## src/rtl/bitfusion_operand_sequencer.sv

```systemverilog
// Splits one 8x8 multiply into four 4x4 slices for the fusion datapath, then
// shift-accumulates the returning psums into a 16-bit product.
`timescale 1ns/1ps
module bitfusion_operand_sequencer #(
    parameter int PSUM_LAT = 2
) (
    input  logic        clk,
    input  logic        rst_n,
    input  logic        i_op_valid,
    output logic        o_op_ready,
    input  logic [7:0]  i_op_in,
    input  logic [7:0]  i_op_weight,
    input  logic        i_op_s_in,
    input  logic        i_op_s_weight,
    output logic [3:0]  o_fu_in,
    output logic [3:0]  o_fu_weight,
    output logic [2:0]  o_fu_in_width,
    output logic [2:0]  o_fu_weight_width,
    output logic        o_fu_s_in,
    output logic        o_fu_s_weight,
    input  logic [7:0]  i_fu_psum,
    output logic        o_res_valid,
    input  logic        i_res_ready,
    output logic [15:0] o_res_data
);

    typedef enum logic [1:0] {IDLE, ISSUE, DRAIN, DONE} state_t;

    state_t              r_state;
    logic                r_op_ready;
    logic                r_res_valid;
    logic [15:0]         r_res_data;
    logic [15:0]         r_acc;
    logic [7:0]          r_in;
    logic [7:0]          r_w;
    logic                r_s_in;
    logic                r_s_w;
    logic [3:0]          r_fu_in;
    logic [3:0]          r_fu_w;
    logic                r_fu_s_in;
    logic                r_fu_s_w;
    logic                r_fu_vld;
    logic [1:0]          r_fu_k;
    logic [PSUM_LAT-1:0] r_tag_v;
    logic [1:0]          r_tag_k [PSUM_LAT];

    logic [1:0]          w_tag_k;
    logic                w_tag_vld;
    logic                w_tag_signed;
    logic [15:0]         w_ext;
    logic [15:0]         w_shifted;
    logic [15:0]         w_acc_sum;
    logic                w_last;

    // Slice k: bit0 selects the activation high nibble, bit1 the weight high
    // nibble; a nibble is signed only when it is the high half of a signed operand.
    function automatic logic [9:0] f_slice(input logic [1:0] k, input logic [7:0] a,
                                           input logic [7:0] b, input logic sa, input logic sb);
        logic [3:0] w_a;
        logic [3:0] w_b;
        w_a = k[0] ? a[7:4] : a[3:0];
        w_b = k[1] ? b[7:4] : b[3:0];
        return {w_a, w_b, sa & k[0], sb & k[1]};
    endfunction

    assign w_tag_k      = r_tag_k[PSUM_LAT-1];
    assign w_tag_vld    = r_tag_v[PSUM_LAT-1];
    assign w_tag_signed = (w_tag_k[0] & r_s_in) | (w_tag_k[1] & r_s_w);
    assign w_last       = w_tag_vld && (w_tag_k == 2'd3);

    always_comb begin
        w_ext = w_tag_signed ? {{8{i_fu_psum[7]}}, i_fu_psum} : {8'd0, i_fu_psum};
        case (w_tag_k)
            2'd0:    w_shifted = w_ext;
            2'd3:    w_shifted = w_ext << 8;
            default: w_shifted = w_ext << 4;
        endcase
    end

    assign w_acc_sum = r_acc + w_shifted;

    // Each tag follows its slice through the fusion latency so the psum lands
    // with the right shift and extension.
    always_ff @(posedge clk or negedge rst_n) begin
        if (!rst_n) begin
            r_tag_v <= '0;
            for (int i = 0; i < PSUM_LAT; i++) r_tag_k[i] <= 2'd0;
        end else begin
            r_tag_v[0] <= r_fu_vld;
            r_tag_k[0] <= r_fu_k;
            for (int i = PSUM_LAT - 1; i > 0; i--) begin
                r_tag_v[i] <= r_tag_v[i-1];
                r_tag_k[i] <= r_tag_k[i-1];
            end
        end
    end

    always_ff @(posedge clk or negedge rst_n) begin
        if (!rst_n) begin
            r_state     <= IDLE;
            r_op_ready  <= 1'b1;
            r_res_valid <= 1'b0;
            r_res_data  <= 16'd0;
            r_acc       <= 16'd0;
            r_in        <= 8'd0;
            r_w         <= 8'd0;
            r_s_in      <= 1'b0;
            r_s_w       <= 1'b0;
            r_fu_in     <= 4'd0;
            r_fu_w      <= 4'd0;
            r_fu_s_in   <= 1'b0;
            r_fu_s_w    <= 1'b0;
            r_fu_vld    <= 1'b0;
            r_fu_k      <= 2'd0;
        end else begin
            if (w_tag_vld) r_acc <= w_acc_sum;
            unique case (r_state)
                IDLE: begin
                    if (i_op_valid) begin
                        r_in       <= i_op_in;
                        r_w        <= i_op_weight;
                        r_s_in     <= i_op_s_in;
                        r_s_w      <= i_op_s_weight;
                        r_acc      <= 16'd0;
                        {r_fu_in, r_fu_w, r_fu_s_in, r_fu_s_w} <=
                            f_slice(2'd0, i_op_in, i_op_weight, i_op_s_in, i_op_s_weight);
                        r_fu_vld   <= 1'b1;
                        r_fu_k     <= 2'd0;
                        r_op_ready <= 1'b0;
                        r_state    <= ISSUE;
                    end
                end
                ISSUE: begin
                    if (r_fu_k == 2'd3) begin
                        {r_fu_in, r_fu_w, r_fu_s_in, r_fu_s_w} <= 10'd0;
                        r_fu_vld <= 1'b0;
                        r_state  <= DRAIN;
                    end else begin
                        {r_fu_in, r_fu_w, r_fu_s_in, r_fu_s_w} <=
                            f_slice(r_fu_k + 2'd1, r_in, r_w, r_s_in, r_s_w);
                        r_fu_k <= r_fu_k + 2'd1;
                    end
                end
                DRAIN: begin
                    if (w_last) begin
                        r_res_data  <= w_acc_sum;
                        r_res_valid <= 1'b1;
                        r_state     <= DONE;
                    end
                end
                DONE: begin
                    if (i_res_ready) begin
                        r_res_valid <= 1'b0;
                        r_op_ready  <= 1'b1;
                        r_state     <= IDLE;
                    end
                end
                default: r_state <= IDLE;
            endcase
        end
    end

    assign o_op_ready        = r_op_ready;
    assign o_res_valid       = r_res_valid;
    assign o_res_data        = r_res_data;
    assign o_fu_in           = r_fu_in;
    assign o_fu_weight       = r_fu_w;
    assign o_fu_s_in         = r_fu_s_in;
    assign o_fu_s_weight     = r_fu_s_w;
    assign o_fu_in_width     = 3'd4;
    assign o_fu_weight_width = 3'd4;

endmodule

```

## config.mk

```make
export PLATFORM = sky130hd
export DESIGN_NAME = bitfusion_operand_sequencer
export DESIGN_NICKNAME = d
export VERILOG_FILES = /design/src/rtl/bitfusion_operand_sequencer.sv
export SDC_FILE = /design/constraint.sdc
export NUM_CORES = 1
export LEC_CHECK = 0
export ABC_AREA = 1
export ABC_CLOCK_PERIOD_IN_PS = 7950
export CELL_PAD_IN_SITES_DETAIL_PLACEMENT = 0
export CELL_PAD_IN_SITES_GLOBAL_PLACEMENT = 2
export CORE_UTILIZATION = 39
export CTS_CLUSTER_DIAMETER = 100
export DETAILED_ROUTE_END_ITERATION = 12
export DONT_BUFFER_PORTS = 1
export HOLD_SLACK_MARGIN = 0.06
export PLACE_DENSITY_LB_ADDON = 0.1
export SYNTH_ARGS = -nofsm -noshare
export SYNTH_HDL_FRONTEND = slang
export SYNTH_SLANG_ARGS = --single-unit
```

## constraint.sdc

```tcl
create_clock -name clk -period 7.95 [get_ports clk]
set_clock_uncertainty 0.2 [all_clocks]
set_input_delay 1.9875 -clock clk [delete_from_list [all_inputs] [get_ports clk]]
set_output_delay 1.9875 -clock clk [all_outputs]
set_load 0.01 [all_outputs]
```

Word level (Yosys, flattened, before mapping)
Cells that the tools add are included.
- output and inout bits: 34
- word-level logic and storage cells: 83
- flip-flop bits (word level): 73
- input bits: 30
- equal/unequal tests: 10
- add/subtract/negate cells: 2
- reductions and logical operators: 14
- bitwise operators: 5
- mux-type cells: 34
- operator list (kind ; count):
    16-bit two-way mux ; 4
    16-bit case mux with 2 select lines ; 1
    4-bit two-way mux ; 6
    16-bit adder ; 1
    4-bit case mux with 2 select lines ; 2
    2-bit two-way mux ; 6
    3-bit AND reduction ; 4
    2-bit inequality test, second input constant ; 5
    1-bit case mux with 2 select lines ; 5
    2-bit equality test, second input constant ; 4
    1-bit two-way mux ; 8
    2-bit case mux with 4 select lines ; 1
    2-bit AND reduction ; 3
    2-bit nonzero test ; 3
    1-bit AND ; 4
    2-bit zero test ; 2
    2-bit case mux with 2 select lines ; 1
    4-bit AND reduction ; 1
    2-bit by 1-bit adder with 2-bit output, second input constant ; 1
    2-bit by 1-bit equality test with 1-bit output, second input constant ; 1
    1-bit logical AND ; 1
    1-bit bitwise OR ; 1

Depth between registers and ports, before layout
Gate-level depths: netlist of the first run.
- word-level depth: 8
- gate-level depth with buffers: 18
- mapped depth without buffers: 18

Least setup slack after synthesis of the first run
Ideal clock, no wire load.
- kind: input port to flip-flop
- from: input i_fu_psum[7]
- to: register r_acc[15]
- buffers on the path: 0
- data required time: 7.637 ns
- stages: 15
- setup slack: 4.314 ns
- arrival: 3.324 ns
- cell sequence: nand2_1 > inv_2 > nand2_2 > a22oi_1 > ha_1 > nand2_1 > inv_1 > nand2_1 > nand2_1 > a21oi_1 > nand2_1 > nand2_1 > nand3_1 > nand2_1 > inv_1
- longest elaborated chain between the ends: 6
- RTL lines (what ; RTL line ; RTL):
    from (decl) ; 21 ; input logic [7:0] i_fu_psum,
    16-bit two-way mux (*) ; 72 ; w_ext = w_tag_signed ? {{8{i_fu_psum[7]}}, i_fu_psum} : {8'd0, i_fu_psum};
    16-bit case mux with 2 select lines (*) ; 73 ; case (w_tag_k)
    16-bit adder (*) ; 80 ; assign w_acc_sum = r_acc + w_shifted;
    16-bit two-way mux (*) ; 116 ; if (w_tag_vld) r_acc <= w_acc_sum;
    16-bit two-way mux ; 119 ; if (i_op_valid) begin
    16-bit two-way mux (*) ; 117 ; unique case (r_state)
    to (signal assigned) ; 116 ;
    to (decl) ; 33 ; logic [15:0] r_acc;
Every way passes the cells marked *; elsewhere a longest branch is shown, timed or not.
A chain may end at the register's enable or synchronous reset.

Worst setup path in the final report of the first run
- from: input i_op_valid
- to: register r_fu_k[1]
- longest elaborated chain between the ends: 2
- RTL lines (what ; RTL line ; RTL):
    from (decl) ; 9 ; input logic i_op_valid,
    2-bit inequality test (no line) ; n/a ;
    3-bit AND reduction (no line) ; n/a ;
    to (signal assigned) ; 141 ; r_fu_k <= r_fu_k + 2'd1;
    to (decl) ; 43 ; logic [1:0] r_fu_k;
Every way passes these cells.

==> run_results.csv, run 1 <==
group,metric,value,unit
timing,setup_tns,0,ns
route,first_pass_iters,4,
placement,dp.cells,683,
placement,routabilityCongestion,0.798,
clock_tree,insertion_delay,0.36,ns
critical_path,arrival,3.82,ns
critical_path,startpoint,"i_op_valid",
job,drv_cap,0,
clock_tree,cts.sinks,73,
route,final_antenna_net_count,0,
global_routing,grt_max_degree,74,
synth,synth.distinct_cells,33,
global_routing,gr-total-overflow,0,
worst_hold_path,min_path_cells,0,
timing,setup_viol,0,
critical_path,path_delay_family,"compound AO/OA/AOI/OAI gates",
timing,worst_slew_pin_slew,1.10,ns
route,routedWlPerCell,14.5,um
floorplanning,ios,64,
synth,yosysWarnings,0,
route,drt-total-wl,10100,um
synth,syn_inst,566,
critical_path,crit_chain,"nand2_1 > o21ai_1 > inv_2 > a21oi_1 > o21ai_0",
worst_hold_path,hold_start,"r_tag_k[2]",
placement,dp_hpwl,7300,um
global_routing,grt_first_pass_wirelength,17000,um
layout,fin_cells,699,
clock_tree,ctsHoldBuffers,0,
timing,relSlewSlack,0.269,
route,highest_layer,"met4",
clock_tree,ctsRootBufferMaster,"clkbuf_8",
critical_path,regToRegSetupSlack,4.77,ns
synth,yosys.area.top_type,"dfrtp_1",
critical_path,cp_max_fo,16,
clock_tree,htreeDepth,3,
critical_path,slowest_stage,"o21ai_1",
layout,postLayoutCoreUtil,0.430,
timing,rsz0062_at_grt,"no",
route,initialDrtViolationCount,168,
route,drt-met1-wl,4640,um
critical_path,critPathCaptureType,"register",
critical_path,critPathKind,"input port to register",
placement,portBuffers,0,
timing,finalHoldViolCount,0,
timing,period_share,0.478,
route,met2WireLength,4700,um
clock_tree,cts_resized,0,
clock_tree,numCtsBuffers,9,
clock_tree,cts_buffer_depth,2,
synth,ys_seq_elements,73,
clock_tree,cts_tree,"built",
synth,seq_area_frac_synth,0.433,
floorplanning,rows,37,
timing,finalCriticalPeriod,3.80,ns
critical_path,reg2reg_depth,17,
power_and_ir_drop,peakVddDrop,0.155,mV
power_and_ir_drop,p_per_area,525,nW/um^2
critical_path,critical_path_buf_inv_count,1,
outcome,status,"finished, final reports clean",
floorplanning,die-area,11300,um^2
synth,yosysTopAreaCellShare,0.426,
floorplanning,die_x,106,um
critical_path,cpPeakStageDelay,0.77,ns
global_routing,grt_pass1_vias,3440,
timing,slew_violations,0,
floorplanning,start_util,0.406,
route,route.detailed.drc,0,
layout,syn_to_final_growth,5.98,%
synth,synth_area_leaders,"dfrtp_1 (43%), nand2_1 (16%), inv_1 (6.6%)",
critical_path,required,7.98,ns
worst_hold_path,min_path_type,"register to register",
clock_tree,post_cts_buffers,0,
route,vias,3434,
synth,avgSynthCellArea,7.47,um^2
global_routing,antenna_found_initial,0,
critical_path,timing.rr.start,"w_tag_k[1]",
critical_path,reg2reg_to,"r_acc[10]",
route,vias_per_cell,4.91,
worst_hold_path,holdPathEnd,"w_tag_k[0]",
timing,worst_hold_slack,0.152,ns
synth,netlist_area,4230,um^2
layout,final_nets,611,
power_and_ir_drop,cellLeakagePower,0.00240,uW
global_routing,grt_util_all_layers,0.199,
timing,clock.fmax,0.263,GHz
layout,drive_above_1_share,0.0604,
clock_tree,clkSlewWorstSetupHoldPaths,0.08,ns
critical_path,cp-start-kind,"input port",
floorplanning,die_h,106,um
layout,num_antenna_cells,0,
floorplanning,fp.coreArea,10400,um^2
route,wl_met3,556,um
flip-flops by register name, summed over array words and instances (netlist names), 4 cells and up:
signal,cells
o_fu_weight,4
r_in,8
o_fu_in,4
r_w,8
r_acc,16
o_res_data,16
cells in the mapped netlist (all sizes together):
cell / number
conb: 2
or2: 2
and2: 2
o211ai: 10
a21o: 1
nor3: 4
xnor2: 4
o21ai: 39
o21bai: 1
nand3: 19
xor2: 3
o22ai: 3
nand2: 186
ha: 22
buf: 14
dfstp: 1
dfrtp: 72
a21oi: 42
nor2: 43
clkbuf: 9
fa: 1
nand3b: 1
inv: 82
a22oi: 3
logic make-up (layout without fill, tap and decap cells):
logic type,Yosys count,count (layout),share of synthesized area
xor+xnor,7,7,0.0145
buf+inv,105,98,0.106
fa+ha+maj,23,23,0.0699
compound gates,99,99,0.131
simple gates,257,257,0.244
flops,73,73,0.433
other cells,2,6,0.00178
where the power goes:
group	switching, uW	internal, uW
logic	867	470
registers	157	547
clock network	149	161
area by class of cell:
class                      count  area, um^2
fill                        1130        5940
multi-input combinational    392        1970
sequential                    73        1830
inverter                      82         310
tap                          136         170
clock buffer                  11         151
clock inverter                 5        53.8
metal layers:
| layer | GRT usage | vias to the layer above |
|---|---|---|
| li1 | - | 1751 |
| met5 | 0 | - |
| met4 | 0.0863 | 0 |
| met1 | 0.252 | 1583 |
| met2 | 0.323 | 82 |
| met3 | 0.0460 | 18 |
worst max path at each step:
stage | to | slack [ns] | depth (start not counted)
floorplan | r_acc[15] | 4.31 | 15
global route | r_fu_k[1] | 4.02 | 5
CTS | r_fu_k[1] | 4.14 | 5
finish | r_fu_k[1] | 4.15 | 5
detailed placement | r_fu_k[1] | 3.72 | 5
global placement | r_fu_k[0] | 3.77 | 5
stage by stage:
stage | setup slack [ns] | total power, uW | area, um^2
floorplan | 4.31 | 1750 | 4240
global placement | 3.77 | 2060 | 4270
detailed placement | 3.72 | 2070 | 4270
CTS | 4.14 | 2380 | 4480
global route | 4.02 | 2630 | 4480
finish | 4.15 | 2350 | 4480
placed cells by master, fill, tap and decap left out, drive strengths merged, types with 2 or more instances in the layout:
master  Yosys  layout
and2        2       2
ha         22      22
nand2     186     186
dfrtp      72      72
a21oi      42      42
o22ai       3       3
a22oi       3       3
o21ai      39      39
conb        2       6
or2         2       2
clkbuf      9      11
nor2       43      43
o211ai     10      10
xor2        3       3
nand3      19      19
xnor2       4       4
clkinv      0       4
nor3        4       4
inv        82      82
Note: power is estimated with default switching activity, not from simulation.
==> inputs of run 2 (changes only) <==
- ABC_CLOCK_PERIOD_IN_PS: 7950 -> 3800
- CORE_UTILIZATION: 39 -> 36
- clock period: 7.95 -> 3.8 ns (I/O delays scaled with it)
==> run 2 against run 1 <==
Against the previous run:
- sequential power increased by 100%
- non-clock buffer count increased by 5
- global-route usage decreased by 1.3 points
- first-iteration DRC count decreased by 46%
- sequential share of layout area decreased by 1.2 points
- power increased by 120%
- flip-flop and latch count unchanged
- via count decreased by 2.2%
- count of clock-buffer cells in the layout increased by 1
- register-to-register slack got worse by 4.0 ns
- critical path type is now register to register
- largest cell class unchanged
==> run_results.csv, run 2 (synthesis results as in run 1) <==
group,metric,value,unit
placement,pre_cts_ws,0.720,ns
global_routing,grt_pass1_vias,3325,
route,initialDrtViolationCount,90,
power_and_ir_drop,peakVddDrop,0.324,mV
power_and_ir_drop,p_per_area,1110,nW/um^2
clock_tree,ctsRootBufferMaster,"clkbuf_16",
worst_hold_path,min_path_type,"input port to async pin",
timing,finalCriticalPeriod,3.07,ns
timing,relSlewSlack,0.362,
layout,nFillCells,1239,
critical_path,arrival,3.12,ns
layout,stdcell_area,4610,um^2
route,drt-total-wl,10200,um
timing,worst_slew_pin_slew,0.953,ns
clock_tree,insertion_delay,0.35,ns
placement,dp.cells,695,
timing,setup_viol,0,
clock_tree,cts_tree,"built",
clock_tree,ctsHoldBuffers,0,
floorplanning,die-area,12200,um^2
critical_path,startpoint,"w_tag_k[0]",
layout,layout_common_cells,"nand2_1 (185), inv_1 (74), dfrtp_1 (72)",
clock_tree,cts.sinks,73,
floorplanning,start_util,0.370,
timing,finalHoldViolCount,0,
clock_tree,post_cts_buffers,0,
timing,period_share,0.808,
critical_path,cp-start-kind,"register",
power_and_ir_drop,cellLeakagePower,0.00246,uW
floorplanning,rows,39,
outcome,status,"finished, final reports clean",
timing,rsz0062_at_grt,"no",
route,vias_per_cell,4.72,
placement,placedInstanceArea,4320,um^2
placement,portBuffers,0,
timing,setup_ws,0.728,ns
layout,num_antenna_cells,0,
global_routing,grt_util_all_layers,0.186,
critical_path,cp_max_fo,16,
clock_tree,cts_buffer_depth,2,
clock_tree,cts_resized,0,
layout,fin_cells,711,
layout,final_common_cell,"nand2_1",
route,vias,3357,
layout,seqCellArea,1830,um^2
timing,clock.fmax,0.326,GHz
job,drv_cap,0,
timing,setup_tns,0,ns
layout,syn_to_final_growth,9.15,%
floorplanning,die_h,110,um
clock_tree,clkSlewWorstSetupHoldPaths,0.06,ns
route,route.detailed.drc,0,
floorplanning,fp.coreArea,11400,um^2
critical_path,critPathCaptureType,"register",
global_routing,antenna_found_initial,0,
critical_path,critPathKind,"register to register",
global_routing,gr-total-overflow,0,
critical_path,timing.rr.start,"w_tag_k[0]",
global_routing,grt_first_pass_wirelength,16500,um
route,routedWlPerCell,14.4,um
clock_tree,numCtsBuffers,9,
critical_path,required,3.85,ns
floorplanning,ios,64,
layout,postLayoutCoreUtil,0.404,
placement,dp_hpwl,7600,um
layout,drive_above_1_share,0.0687,
route,first_pass_iters,4,
layout,final_nets,616,
route,final_antenna_net_count,0,
global_routing,grt_max_degree,74,
placement,routabilityCongestion,0.789,
timing,slew_violations,0,
clock_tree,htreeDepth,3,
floorplanning,die_x,110,um
layout,multiInputGateArea,1970,um^2
-- run 2: cell types whose count changed in the layout (fill, tap and decap cells not counted) --
cell	before	now
clkbuf_16	0	9
clkbuf_8	11	3
buf_4	0	5
bufinv_16	1	0
clkinv_2	3	2
clkinvlp_4	0	1
-- run 2: final timing paths --
path	endpoint	slack [ns]	cells after the start
worst max-delay path	r_acc[14]	0.73	17
min in group clk	w_tag_k[1]	0.15	0
worst min register to register	w_tag_k[1]	0.15	0
worst max register to register	r_acc[14]	0.73	17
max in group asynchronous	o_op_ready	3.12	0
worst min-delay path	r_acc[12]	0.1	0
-- run 2: layer usage --
metal | up-vias | track usage | share of wire
met5 | - | 0 | 0
met4 | 0 | 0.0940 | 0.028
met3 | 18 | 0.0494 | 0.052
met1 | 1509 | 0.223 | 0.46
li1 | 1769 | - | -
met2 | 61 | 0.306 | 0.46
-- run 2: stage by stage --
stage	total power [uW]	hold WS, ns
floorplan	3660	0.131
global placement	4310	0.132
detailed placement	4340	0.135
CTS	5200	0.0803
global route	5680	0.0841
finish	5110	0.0972
-- run 2: worst max-delay path: stages (launching register included) --
cell and delay (ns):
dfrtp_1 0.36, inv_1 0.05, ha_1 0.56, inv_2 0.12, nand2_1 0.18, nor2_1 0.07, ha_1 0.21, fa_1 0.41
nand3_1 0.09, nand2_1 0.11, nand2_1 0.08, nand2_1 0.12, nand2_1 0.11, nand2_1 0.05, nand2_1 0.07, nand3_1 0.07
nand2_1 0.07, inv_1 0.03
-- run 2: power breakdown --
group          switching (uW)  leakage [uW]  internal [uW]
sequential                276      0.000842           1150
clock                     340      0.000145            494
combinational            1840       0.00147           1010
-- run 2: layout make-up --
cell class	count	area share
clock buffer	12	0.0578
clock inverter	4	0.00570
inverter	82	0.0673
multi-input combinational	392	0.426
sequential	73	0.396
tap	143	0.0388
timing repair buffer	5	0.00814
==> inputs of run 3 (changes only) <==
- ABC_CLOCK_PERIOD_IN_PS: 3800 -> 2500
- CORE_UTILIZATION: 36 -> 33
- clock period: 3.8 -> 2.5 ns (I/O delays scaled with it)
==> run 3 against run 2 <==
Against the previous run:
- the flow now finishes with violations (negative hold slack)
- design area grew 22%
- setup slack lost 0.71 ns
- first-iteration DRC count increased by 30%
- flip-flop and latch count unchanged
- critical path depth down 1
- global-route usage increased by 0.83 points
- wire length rose by 13%
- die area is 8.9% higher
- largest cell class unchanged
- highest routed layer unchanged
==> run_results.csv, run 3 (synthesis results as in run 1) <==
group,metric,value,unit
timing,period_share,0.991,
route,first_pass_iters,4,
job,drv_cap,0,
floorplanning,die_h,115,um
clock_tree,cts_tree,"built",
clock_tree,numCtsBuffers,9,
clock_tree,htreeDepth,3,
timing,rsz0062_at_grt,"yes",
critical_path,critPathCaptureType,"register",
layout,syn_to_final_growth,33.0,%
layout,num_antenna_cells,0,
route,vias,3613,
placement,dp.cells,748,
timing,slew_violations,0,
floorplanning,die_x,115,um
critical_path,arrival,2.52,ns
floorplanning,fp.coreArea,12300,um^2
global_routing,gr-total-overflow,0,
critical_path,crit_top_cell,"nand2_1",
critical_path,cp-start-kind,"register",
timing,finalHoldViolCount,73,
timing,setup_viol,0,
clock_tree,cts_buffer_depth,2,
route,initialDrtViolationCount,117,
worst_hold_path,min_path_type,"input port to async pin",
placement,dp_hpwl,7980,um
layout,layout_common_cells,"nand2_1 (149), dfrtp_1 (72), inv_1 (65)",
floorplanning,ios,64,
layout,final_nets,654,
timing,setup_tns,0,ns
critical_path,cp_max_fo,5,
placement,routabilityCongestion,0.794,
placement,placedInstanceArea,4580,um^2
route,route.detailed.drc,0,
critical_path,path_delay_family,"simple AND/OR/NAND/NOR gates",
clock_tree,clkSlewWorstSetupHoldPaths,0.06,ns
route,vias_per_cell,4.67,
route,routedWlPerCell,14.9,um
critical_path,critPathKind,"register to register",
floorplanning,rows,40,
layout,drive_above_1_share,0.295,
placement,portBuffers,0,
clock_tree,cts.sinks,73,
floorplanning,start_util,0.345,
critical_path,cpPeakStageDelay,0.38,ns
outcome,violations,"negative hold slack",
layout,final_common_cell,"nand2_1",
critical_path,crit_chain,"inv_2 > ha_4 > inv_6 > nand2_8 > buf_6 > nor2_4 > ha_4 > or2_4 > nand2_4 > o21bai_4 > nand2_2 > nand2_1 > nand2_1 > nand3_1 > nand2_1 > inv_1",
clock_tree,ctsRootBufferMaster,"clkbuf_16",
clock_tree,insertion_delay,0.35,ns
critical_path,slowest_stage,"dfrtp_1",
global_routing,grt_pass1_vias,3714,
layout,stdcell_area,5620,um^2
critical_path,regToRegSetupSlack,0.02,ns
route,final_antenna_net_count,0,
route,drt-total-wl,11500,um
timing,clock.fmax,0.404,GHz
global_routing,antenna_found_initial,0,
outcome,status,"finished with violations",
global_routing,grt_first_pass_wirelength,19200,um
layout,fin_cells,774,
floorplanning,die-area,13300,um^2
critical_path,critical_path_buf_inv_count,4,
timing,worst_hold_slack,-0.234,ns
global_routing,grt_util_all_layers,0.194,
global_routing,grt_max_degree,74,
critical_path,required,2.54,ns
timing,finalCriticalPeriod,2.48,ns
## run 3: timing repair
item                                    4_1_cts  5_1_grt
pin swaps                                    35       44
endpoints found under the setup margin       21       23
setup buffers                                 7        2
cloned                                        1        0
resized for setup                            73       68
endpoints found under the hold margin        73       73
## run 3: path summary, 6_finish.rpt
kind                            startpoint            end  cells past startpoint
worst min-delay path                 rst_n  o_res_data[8]                      0
worst max register to register  w_tag_k[0]      r_acc[13]                     16
worst min register to register  r_tag_k[2]     w_tag_k[0]                      0
min in group clk                r_tag_k[2]     w_tag_k[0]                      0
worst max-delay path            w_tag_k[0]      r_acc[13]                     16
max in group asynchronous            rst_n     o_op_ready                      0
## run 3: area by class of cell
| type | instances | area [um^2] |
|---|---|---|
| clock inverter | 6 | 97.6 |
| inverter | 82 | 320 |
| fill | 1232 | 6640 |
| multi-input combinational | 392 | 2570 |
| tap | 168 | 210 |
| clock buffer | 10 | 239 |
| sequential | 73 | 1830 |
| timing repair buffer | 43 | 359 |
## run 3: worst register-to-register path, stage by stage, from the launching register on
cell	delay, ns
dfrtp_1	0.38
inv_2	0.07
ha_4	0.23
inv_6	0.10
nand2_8	0.07
buf_6	0.13
nor2_4	0.11
ha_4	0.22
or2_4	0.27
nand2_4	0.10
o21bai_4	0.10
nand2_2	0.09
nand2_1	0.05
nand2_1	0.08
nand3_1	0.07
nand2_1	0.07
inv_1	0.04
## run 3: routing by layer
metal,GRT usage,share of wire,up-vias
met4,0.0840,0.021,0
met2,0.344,0.51,53
met5,0,0,-
li1,-,-,1838
met1,0.229,0.43,1705
met3,0.0369,0.038,17
## run 3: per-stage QoR
stage,setup slack [ns],util
2_1_floorplan,-0.00499,-
3_3_place_gp,-0.245,0.373
3_5_place_dp,-0.250,0.373
4_1_cts,-0.000739,0.431
5_1_grt,-0.126,0.458
6_report,0.0223,0.458
Power of run 3 is not shown: default switching activity piles up to over one toggle a cycle in this logic, so the estimate is an artifact.
